**config.mk**
```make
export PLATFORM = sky130hd
export DESIGN_NAME = sat_counter
export DESIGN_NICKNAME = d
export VERILOG_FILES = /design/src/rtl/mod_n_sequence_checker_sat_counter.sv
export SDC_FILE = /design/constraint.sdc
export NUM_CORES = 1
export LEC_CHECK = 0
export CORE_AREA = 8 8 45 47
export CTS_BUF_LIST = sky130_fd_sc_hd__clkbuf_16
export CTS_CLUSTER_SIZE = 12
export DETAILED_ROUTE_END_ITERATION = 8
export DIE_AREA = 0 0 53 55
export SYNTH_ARGS = -nofsm -noshare
export SYNTH_HDL_FRONTEND = slang
export SYNTH_SLANG_ARGS = --single-unit
```
**constraint.sdc**
```tcl
create_clock -name clk -period 3.3 [get_ports clk]
set_clock_uncertainty 0.1 [all_clocks]
set_input_delay 0.66 -clock clk [delete_from_list [all_inputs] [get_ports clk]]
set_output_delay 0.66 -clock clk [all_outputs]
set_load 0.02 [all_outputs]
```
**src/rtl/mod_n_sequence_checker_sat_counter.sv**
```systemverilog
// Saturating event counter with synchronous clear; a clear coinciding with an
// increment leaves the count at one so that event is not lost.
module sat_counter #(
  parameter int ERR_W = 8
) (
  input  logic             clk,
  input  logic             rst,
  input  logic             inc,
  input  logic             clr,
  output logic [ERR_W-1:0] value
);

  localparam logic [ERR_W-1:0] MAX = '1;

  // NOTE: sequential state uses non-blocking assignments so every register
  // samples pre-edge values regardless of block ordering.
  always_ff @(posedge clk or negedge rst) begin
    if (!rst) begin
      value <= '0;
    end else if (clr) begin
      value <= inc ? ERR_W'(1) : '0;
    end else if (inc && value != MAX) begin
      value <= value + ERR_W'(1);
    end
  end

endmodule

```
==> results.cfg <==
[outcome]
status = completed

[cts]
clk_pin_slew_ns = 0.04
clock_latency_ns = 0.23
hold_buffers = 0
cts_tree = built
cts_buffer_depth = 2
htreeDepth = 1
ctsResizeCount = 0
cts_sinks = 8
numCtsBuffers = 3
cts_setup_buffers = 0
clockRootBuffer = clkbuf_16

[global_routing]
use_met1_pct = 11.5
grt_pass1_vias = 432
grt_max_degree = 12
met3_usage_pct = 3.74
grt-ovfl-total = 0
gr-usage-met2_pct = 15.4
grt_usage_pct = 10.0
grt_pass1_wl_um = 2100
antenna_found_initial = 0
busiest_layer = met2

[die]
coreArea_mm2 = 0.00138
ios = 12
die_area_mm2 = 0.00292
row_count = 14
die_h_um = 55
start_util_pct = 34.2
die_w_um = 53

[critical_path]
path_cells = clkdlybuf4s50_1
crit_type = reg -> out
crit_slowest_cell = clkdlybuf4s50_1
critPathBufInv = 1
required_ns = 2.54
cp_max_fo = 10
worst_setup_path_start_kind = flip-flop
worst_path_largest_cell_delay_ns = 0.67
crit_arrival_ns = 1.41
cp-end-kind = output pin
crit_family = buffers and inverters

[layout]
antennaDiodeCount = 0
finalNetCount = 66
fill_cells = 137
ff_latch_area_um2 = 200
largest_register_ffs = 8
reg_top3 = value x8
area_delta_synth_final_pct = 41.0
multi_input_area_um2 = 254
top_register = value
layout-drive-gt1-share_pct = 13.6
final_util_pct = 48.2

[timing]
rsz0062_at_grt = no
setup_tns_ns = 0
setup_violations = 0
relSlewSlack_pct = 73.2
fmax_mhz = 462
fin_crit_sh_pct = 65.6
worst_slew_pin_slew_ns = 0.400
period_needed_ns = 2.17
fin_hold_ws_ns = 0.522
report.final.slew_viol_count = 0
hold_viol = 0

[worst_hold_path]
hold_class = reg -> reg

[yosys]
synth-seq-area-share_pct = 42.3
avgSynthCellArea_um2 = 10.1
ys_ff_latch = 8
syn_nets = 52
yosysUniqueCellTypes = 27
yosysWarningCount = 0
netlist_area_um2 = 473
netlist_instances = 47

[drt]
ant_nets = 0
routed-via-count = 416
vias_per_cell = 5.55
drt_first_pass_iters = 4
drc = 0
drt_iter0_drc = 11
wl_per_cell_um = 15.9
totalWireLength_um = 1200

[place]
gpl.final_weighted_congestion = 0.759
dp_hpwl_um = 822
port_buffers = 11

[power_and_ir_drop]
ir_drop_v = 0.000219
fin_total_pwr_mw = 0.343
power.density_mw_per_mm2 = 514
p_leak_nw = 0.265

[run]
maxCapViolCount = 0
[stage by stage]
stage	area, µm²	cells	setup slack, ns
after detailed placement	592	72	1.18
final	667	75	1.13
after global placement	592	72	1.20
after global routing	667	75	1.09
after floorplan	473	47	1.72
after CTS	667	75	1.14
[report_power, final]
part	leakage, nW	switching (mW)	internal, mW	total [mW]
logic	0.120	0.0159	0.0152	0.0312
registers	0.109	0.00589	0.102	0.108
clock network	0.0370	0.0472	0.156	0.203
[cell families after synthesis]
group                    synth area share, %
adder cells (fa/ha/maj)                 2.65
AND/OR/NAND/NOR                         25.7
flip-flops                              42.3
AO/OA/AOI/OAI                           23.3
buffers and inverters                   3.97
multiplexers                            2.12
[final cells by class]
cell class / instances / share of cell area (%)
multi-input cells: 35 / 38.1
flip-flops and latches: 8 / 30.0
repair buffers: 11 / 16.5
clock buffers: 3 / 11.3
well taps: 16 / 3.00
inverters: 2 / 1.13
[per-layer routing]
metal	vias to the layer above	wire, µm
met5	-	0
met4	0	29
met3	5	75
met2	8	580
met1	197	509
li1	206	-
[synthesized netlist by cell type, drive strengths merged]
library cell,instances,area [µm²]
dfrtp,8,200
a21oi,5,25.0
nand2b,4,25.0
nand2,3,11.3
and3,2,12.5
inv,2,7.51
nand4,2,18.8
o21ai,2,10.0
or3,2,12.5
a2111oi,1,15.0
a211o,1,8.76
a211oi,1,7.51
a21boi,1,11.3
a311oi,1,8.76
a41oi,1,8.76
and4,1,11.3
and4bb,1,12.5
buf,1,7.51
clkbuf,1,3.75
ha,1,12.5
mux2i,1,10.0
nand3,1,5.00
nor3,1,5.00
nor3b,1,7.51
o211ai,1,7.51
o31ai,1,7.51
[worst paths after layout]
| check | cells past startpoint | end | start | slack (ns) |
|---|---|---|---|---|
| min in group asynchronous | 1 | value[3] | rst | 0.62 |
| max in group asynchronous | 1 | value[1] | rst | 2.19 |
| max | 1 | value[3] | value[3] | 1.13 |
| max reg2reg | 4 | value[5] | value[0] | 1.70 |
| min reg2reg | 2 | value[1] | value[1] | 0.52 |
| min | 2 | value[1] | value[1] | 0.52 |
[placed cells by master (no fill, tap or decap), drive strengths merged]
cell,Yosys,layout
clkdlybuf4s50,0,11
dfrtp,8,8
a21oi,5,5
nand2b,4,4
nand2,3,3
clkbuf,1,3
and3,2,2
inv,2,2
or3,2,2
o21ai,2,2
nand4,2,2
and4,1,1
a211oi,1,1
mux2i,1,1
a211o,1,1
o211ai,1,1
nand3,1,1
and4bb,1,1
a41oi,1,1
nor3,1,1
o31ai,1,1
a2111oi,1,1
nor3b,1,1
a21boi,1,1
a311oi,1,1
ha,1,1
No activity file was read; power rests on OpenSTA's default activity.
